[config.mk]
export PLATFORM = sky130hd
export DESIGN_NAME = bcd_down_counter
export DESIGN_NICKNAME = d
export VERILOG_FILES = /design/src/rtl/bcd_down_counter.sv
export SDC_FILE = /design/constraint.sdc
export NUM_CORES = 1
export LEC_CHECK = 0
export ABC_AREA = 1
export BUFFER_PORTS_ARGS = -buffer_cell sky130_fd_sc_hd__buf_2
export CORE_MARGIN = 1.5
export CORE_UTILIZATION = 37
export DETAILED_ROUTE_END_ITERATION = 7
export GPL_TIMING_DRIVEN = 0
export PLACE_DENSITY = 0.76
export SYNTH_ARGS = -nofsm -noshare
export SYNTH_HDL_FRONTEND = slang
export SYNTH_SLANG_ARGS = --single-unit
[constraint.sdc]
create_clock -name clk -period 1.1 [get_ports clk]
set_input_delay 0.22 -clock clk [delete_from_list [all_inputs] [get_ports clk]]
set_output_delay 0.22 -clock clk [all_outputs]
set_load 0.03 [all_outputs]
[src/rtl/bcd_down_counter.sv]
// ============================================================================
//  Module      : bcd_down_counter
//  Description : Cascadable multi-digit BCD down counter with load and
//                terminal-count borrow output.
//  Revision    : 1.0 - initial release
// ============================================================================
`default_nettype none

module bcd_down_counter #(
    parameter int DIGITS       = 2,
    parameter bit STOP_AT_ZERO = 1'b0
) (
    input  logic                  clk,
    input  logic                  clear,
    input  logic                  en,
    input  logic                  load,
    input  logic [4*DIGITS-1:0]   load_val,
    output logic [4*DIGITS-1:0]   q,
    output logic [4*DIGITS-1:0]   q_bar,
    output logic                  zero,
    output logic                  borrow_out
);

    localparam int         c_WIDTH = 4 * DIGITS;
    localparam logic [3:0] c_NINE  = 4'd9;

    logic [c_WIDTH-1:0] r_q;
    logic [c_WIDTH-1:0] w_next;
    logic               w_all_zero;
    logic               w_lower_zero;
    logic [3:0]         w_dig;

    assign w_all_zero = (r_q == '0);

    always_comb begin
        w_next       = r_q;
        w_lower_zero = 1'b1;
        w_dig        = 4'd0;
        if (load) begin
            // Out-of-range preset digits saturate so no illegal BCD is ever stored.
            for (int i = 0; i < DIGITS; i++) begin
                w_dig = load_val[4*i +: 4];
                w_next[4*i +: 4] = (w_dig > c_NINE) ? c_NINE : w_dig;
            end
        end else if (en && !(STOP_AT_ZERO && w_all_zero)) begin
            // A digit only steps when every less-significant digit is zero.
            for (int i = 0; i < DIGITS; i++) begin
                w_dig = r_q[4*i +: 4];
                if (w_lower_zero) begin
                    w_next[4*i +: 4] = (w_dig == 4'd0) ? c_NINE : (w_dig - 4'd1);
                end
                w_lower_zero = w_lower_zero & (w_dig == 4'd0);
            end
        end
    end

    always_ff @(posedge clk or negedge clear) begin
        if (!clear) begin
            r_q <= '0;
        end else begin
            r_q <= w_next;
        end
    end

    assign q          = r_q;
    assign q_bar      = ~r_q;
    assign zero       = w_all_zero;
    assign borrow_out = en & ~load & clear & w_all_zero;

endmodule

`default_nettype wire

==> out/metrics.yaml, run 1 <==
outcome:
  outcome: "finished, violations left"
  violations: "negative setup slack"
global_routing:
  globalRouteTotalUtil_pct: 21.0
  antenna_found_initial: 0
  grt_start_max_net_pins: 11
  grt_pass1_wl_um: 2280
  grt_pass1_vias: 556
  gr-total-overflow: 0
critical_path:
  cpPeakStageDelay_ps: 430
  crit_top_cell: "nor2_4"
  worstRegToRegCells: 7
  cp_data_arrival_time_ps: 1330
  worstPathCellList: "nor2_4, nand2_4, nor2_4, and3_4, buf_6"
  worstReg2RegStart: "q[4]"
  slowest_stage: "dfrtp_2"
  path_class: "register to output port"
  r2r_slack_ps: -100
  cp-end-kind: "output port"
  required_ps: 880
  start_kind: "register"
  r2r-end: "q[6]"
  cp_max_fo: 2
min_path:
  hold_path_end: "q[0]"
  hp-start: "load_val[0]"
  min_path_cells: 3
  min_path_type: "primary input to register"
drt:
  drc_errors: 0
  wl_per_cell_um: 13.0
  final_antenna_net_count: 0
  dr_wl_met3_um: 86
  route.met2.wl_um: 965
  drt_first_pass_iters: 4
  drt_iter0_drc: 11
  viasPerCell: 5.23
  routed_wl_um: 1890
  vias: 763
  top_layer_used: "met4"
  wl_met1_um: 758
die:
  die-area_mm2: 0.00168
  coreArea_mm2: 0.00132
  die_w_um: 41
  pin_count: 30
  start_util_pct: 40.6
  die_h_um: 41
  floorplan.rows: 13
place:
  dp_hpwl_um: 1080
  gp_congestion: 0.817
  port_buffers: 29
  placed_area_um2: 743
synthesis:
  synthDominantCellAreaShare_pct: 37.5
  synthTopCellsByArea: "dfrtp_1 37%, nand2_1 20%, nand3_1 9.4%, inv_1 8.4%, nor2_1 5.6%"
  ys_seq_area_share_pct: 37.5
  synthCells: 83
  ys_seq_elements: 8
  synth.distinct_cells: 16
  syn_area_per_cell_um2: 6.44
  ys.warnings.count: 0
  synth_area_um2: 534
  yosys.area.top_type: "dfrtp_1"
  synth_nets: 95
clocking:
  cts.reportedPaths.clkPinSlew_ps: 60
  clk_path_buf_depth: 2
  cts_tree: "yes"
  root_buffer: "clkbuf_4"
  cts-htree-levels: 1
  cts.sinks: 8
  clk_latency_ps: 260
  cts_buffers: 3
finish:
  synthToLayoutAreaGrowth_pct: 101
  multi_input_area_um2: 349
  layout_common_cells: "27 x buf_6, 25 x nand2_1, 12 x buf_2"
  fill_cells: 77
  fin_area_mm2: 0.00107
  diodes: 0
  num-nets-final: 145
  area.sequential_um2: 210
  final_common_cell: "buf_6"
  layout-drive-gt1-share_pct: 61.1
  largest_register_ffs: 8
timing:
  max_freq_ghz: 0.644
  fin_crit_ps: 1550
  maxSlewViolCount: 0
  setup_ws_ps: -454
  slew_headroom_pct: 73.8
  finalClockSkew_ps: 2.66
  worst_pin_slew_ps: 392
  hold_slack_ps: 175
  rsz0062_at_grt: "true"
  setup_viol: 20
  fin_crit_sh_pct: 141
  hold_viol_final: 0
pwr:
  powerDensity_mw_per_mm2: 1680
  p_leak_nw: 0.565
  vdd_drop_max_v: 0.000988
job:
  cap_violations: 0
[how the worst max path moves through the flow]
stage	start	endpoint	slack, ps	cells after the start
2_1_floorplan	q[5]	borrow_out	-360	4
3_3_place_gp	q[5]	borrow_out	-260	5
3_5_place_dp	q[5]	borrow_out	-280	5
4_1_cts	q[4]	borrow_out	-450	5
5_1_grt	q[5]	borrow_out	-510	5
6_report	q[0]	borrow_out	-450	5
[where the power goes]
part / internal, mW / switching, mW / leakage (nW)
combinational: 0.533 / 0.596 / 0.463
sequential: 0.363 / 0.0801 / 0.0890
clock: 0.125 / 0.108 / 0.0138
[critical path, delay by kind of cell, from the launching register on]
family                 cells  cell delay, ps
buffers and inverters      1             120
DFF                        1             430
and+or+nand+nor            4             530
[synth_stat cells (all sizes together)]
master  number
nand3       10
o31ai        1
o211ai       1
buf          1
nand2       30
dfrtp        8
nor2        10
inv         13
a21oi        1
o21ai        5
and3         1
nand4        2
[through the flow]
| step | power [mW] | utilization [%] | worst slack, ps | TNS, ps | instances |
|---|---|---|---|---|---|
| 4_1_cts | 1.63 | 72.3 | -454 | -1790 | 139 |
| 5_1_grt | 1.91 | 81.5 | -510 | -4060 | 146 |
| 3_3_place_gp | 1.09 | 56.4 | -260 | -367 | 127 |
| 3_5_place_dp | 1.10 | 56.4 | -283 | -440 | 127 |
| 6_report | 1.80 | 81.5 | -454 | -3160 | 146 |
| 2_1_floorplan | 0.915 | - | -364 | -454 | 83 |
[metal layers]
layer,up-vias,GRT usage [%]
met5,-,0
met4,0,9.17
met3,12,4.35
met2,37,34.4
met1,348,26.3
li1,366,-
[logic make-up after synthesis]
kind of cell / after synthesis / synth area share (%)
and+or+nand+nor: 53 / 42.9
buffers and inverters: 14 / 11.2
DFF: 8 / 37.5
AOI/OAI and AO/OA: 8 / 8.43
[layout make-up]
class	count	share of cell area (%)
plain buffers	1	1.05
inverters	13	5.01
flip-flops and latches	8	19.6
repair buffers	45	38.0
clock buffers	3	2.10
well taps	15	1.75
multi-input cells	61	32.5
[repair_timing]
item,CTS,global route
resized for setup,42,24
pin swaps,6,10
endpoints found under the setup margin,20,24
hold buffers,1,0
endpoints found under the hold margin,8,0
buffers inserted,8,9
Power figures use the tool's default switching activity.
==> run 2, diff against run 1 <==
--- a/config.mk
+++ b/config.mk
@@ -11,7 +11,7 @@
 export CORE_UTILIZATION = 37
 export DETAILED_ROUTE_END_ITERATION = 7
 export GPL_TIMING_DRIVEN = 0
-export PLACE_DENSITY = 0.76
+export PLACE_DENSITY = 0.72
 export SYNTH_ARGS = -nofsm -noshare
 export SYNTH_HDL_FRONTEND = slang
 export SYNTH_SLANG_ARGS = --single-unit
==> run 2 against run 1 <==
Net effect:
- the run still ends with negative setup slack left
- non-clock buffer count is 2 higher
- design area is 0.12% higher
- worst setup slack worse by 2.0 ps
- fmax is 0.13% lower
- critical endpoint unchanged
- critical path type unchanged
- first-iteration DRC count is 110% higher
- via count is 1.8% lower
- sequential share of layout area hardly changed
- wire length is 3.2% higher
- largest power group unchanged
==> out/metrics.yaml, run 2 (synthesis gave the netlist of run 1 again) <==
outcome:
  outcome: "finished, violations left"
  violations: "negative setup slack"
critical_path:
  cpPeakStageDelay_ps: 420
  r2r-end: "q[5]"
  cp-end-kind: "output port"
  cp_data_arrival_time_ps: 1340
  crit_top_cell: "nor2_4"
  worstReg2RegStart: "q[3]"
  crit_start: "q[4]"
  start_kind: "register"
  path_depth: 5
  cp_top_family: "simple AND/OR/NAND/NOR gates"
  worstRegToRegCells: 8
  cp_num_buf_inv: 1
  required_ps: 880
  r2r_slack_ps: -90
  cp_max_fo: 2
  cp-endpoint: "borrow_out"
  path_class: "register to output port"
  slowest_stage: "dfrtp_2"
  worstPathCellList: "nor2_4, nand3_2, nor2_4, and3_4, buf_6"
drt:
  drt_first_pass_iters: 4
  routed_wl_um: 1950
  viasPerCell: 5.06
  final_antenna_net_count: 0
  vias: 749
  drt_iter0_drc: 23
  drc_errors: 0
  wl_per_cell_um: 13.2
clocking:
  clk_latency_ps: 260
  cts_buffers: 3
  cts_tree: "yes"
  cts.sinks: 8
  root_buffer: "clkbuf_4"
  clk_path_buf_depth: 2
  cts-htree-levels: 1
  cts.reportedPaths.clkPinSlew_ps: 60
pwr:
  p_sw_share_pct: 44.1
  powerDensity_mw_per_mm2: 1670
  internal_power_mw: 1.01
  p_leak_nw: 0.570
  seqPwrFrac_pct: 24.5
  vdd_drop_max_v: 0.00133
  p_clk_share_pct: 13.7
  p_switching_mw: 0.794
  power_frac_comb_pct: 61.8
  power_mw: 1.80
timing:
  worst_pin_slew_ps: 403
  slew_headroom_pct: 73.0
  setup_ws_ps: -456
  setup_viol: 22
  rsz0062_at_grt: "true"
  max_freq_ghz: 0.643
  finalClockSkew_ps: 3.84
  fin_crit_ps: 1560
  fin_crit_sh_pct: 141
  maxSlewViolCount: 0
  hold_viol_final: 0
place:
  dp_hpwl_um: 1080
  port_buffers: 29
  gp_congestion: 0.794
die:
  pin_count: 30
  die-area_mm2: 0.00168
  floorplan.rows: 13
  coreArea_mm2: 0.00132
  die_w_um: 41
  die_h_um: 41
  start_util_pct: 40.6
finish:
  diodes: 0
  layout-drive-gt1-share_pct: 60.2
  synthToLayoutAreaGrowth_pct: 101
  final_util_pct: 81.6
  num-nets-final: 147
  layout_common_cells: "27 x nand2_1, 24 x buf_6, 12 x buf_4"
  final_common_cell: "nand2_1"
  largest_register_ffs: 8
global_routing:
  grt_pass1_vias: 571
  grt_start_max_net_pins: 11
  grt_pass1_wl_um: 2450
  antenna_found_initial: 0
  globalRouteTotalUtil_pct: 22.1
  gr-total-overflow: 0
min_path:
  min_path_type: "primary input to register"
  min_path_cells: 3
job:
  cap_violations: 0
-- run 2: cell count changes in the layout (fill, tap and decap cells not counted), moves of 2 or more --
cell	before	now
buf_6	27	24
buf_4	6	12
nand2_2	2	0
nand2_1	25	27
-- run 2: worst min-delay path: stages --
cell and delay, ps:
buf_2 70, o31ai_1 60, inv_1 50
-- run 2: layout make-up --
cell class	count	area, um^2
sequential	8	210
fill	87	243
clock buffer	3	22.5
timing repair buffer	47	414
buffer	1	11.3
inverter	13	56.3
tap	15	18.8
multi-input combinational	61	342
-- run 2: layer usage --
metal  GRT usage, %  vias to the layer above  share of wire, %
met5              0                        -                 0
met4           7.50                        0              0.82
met3           3.26                        2               3.5
met2           37.1                       29                55
met1           28.3                      351                41
li1               -                      367                 -
-- run 2: stage by stage --
stage	cells	setup TNS (ps)	instance area [um^2]	hold WS [ps]	setup WS, ps
floorplan	83	-454	579	-75.6	-364
finish	148	-2960	1070	174	-456
global placement	127	-375	743	81.4	-259
detailed placement	127	-423	743	81.4	-286
global route	148	-3820	1070	198	-498
CTS	139	-1700	941	178	-446
-- run 2: timing repair --
action	4_1_cts	5_1_grt
pin swaps	4	3
hold endpoints to repair	8	0
hold buffers	1	0
buffers inserted	8	10
endpoints found under the setup margin	15	24
gates resized for setup	40	24
-- run 2: worst min-delay path by stage --
stage	slack [ps]	endpoint	startpoint
final	170	q[0]	load_val[0]
after global routing	200	q[0]	load_val[0]
after CTS	180	q[0]	load_val[0]
after detailed placement	80	q[0]	clear
after global placement	80	q[0]	clear
after floorplan	-80	q[0]	clear
-- run 2: power by group through the flow --
stage / clock, mW / sequential, mW / combinational [mW]
final: 0.247 / 0.440 / 1.11
after detailed placement: 0 / 0.461 / 0.644
after CTS: 0.237 / 0.435 / 0.957
after global routing: 0.261 / 0.445 / 1.18
after floorplan: 0 / 0.567 / 0.348
after global placement: 0 / 0.458 / 0.635
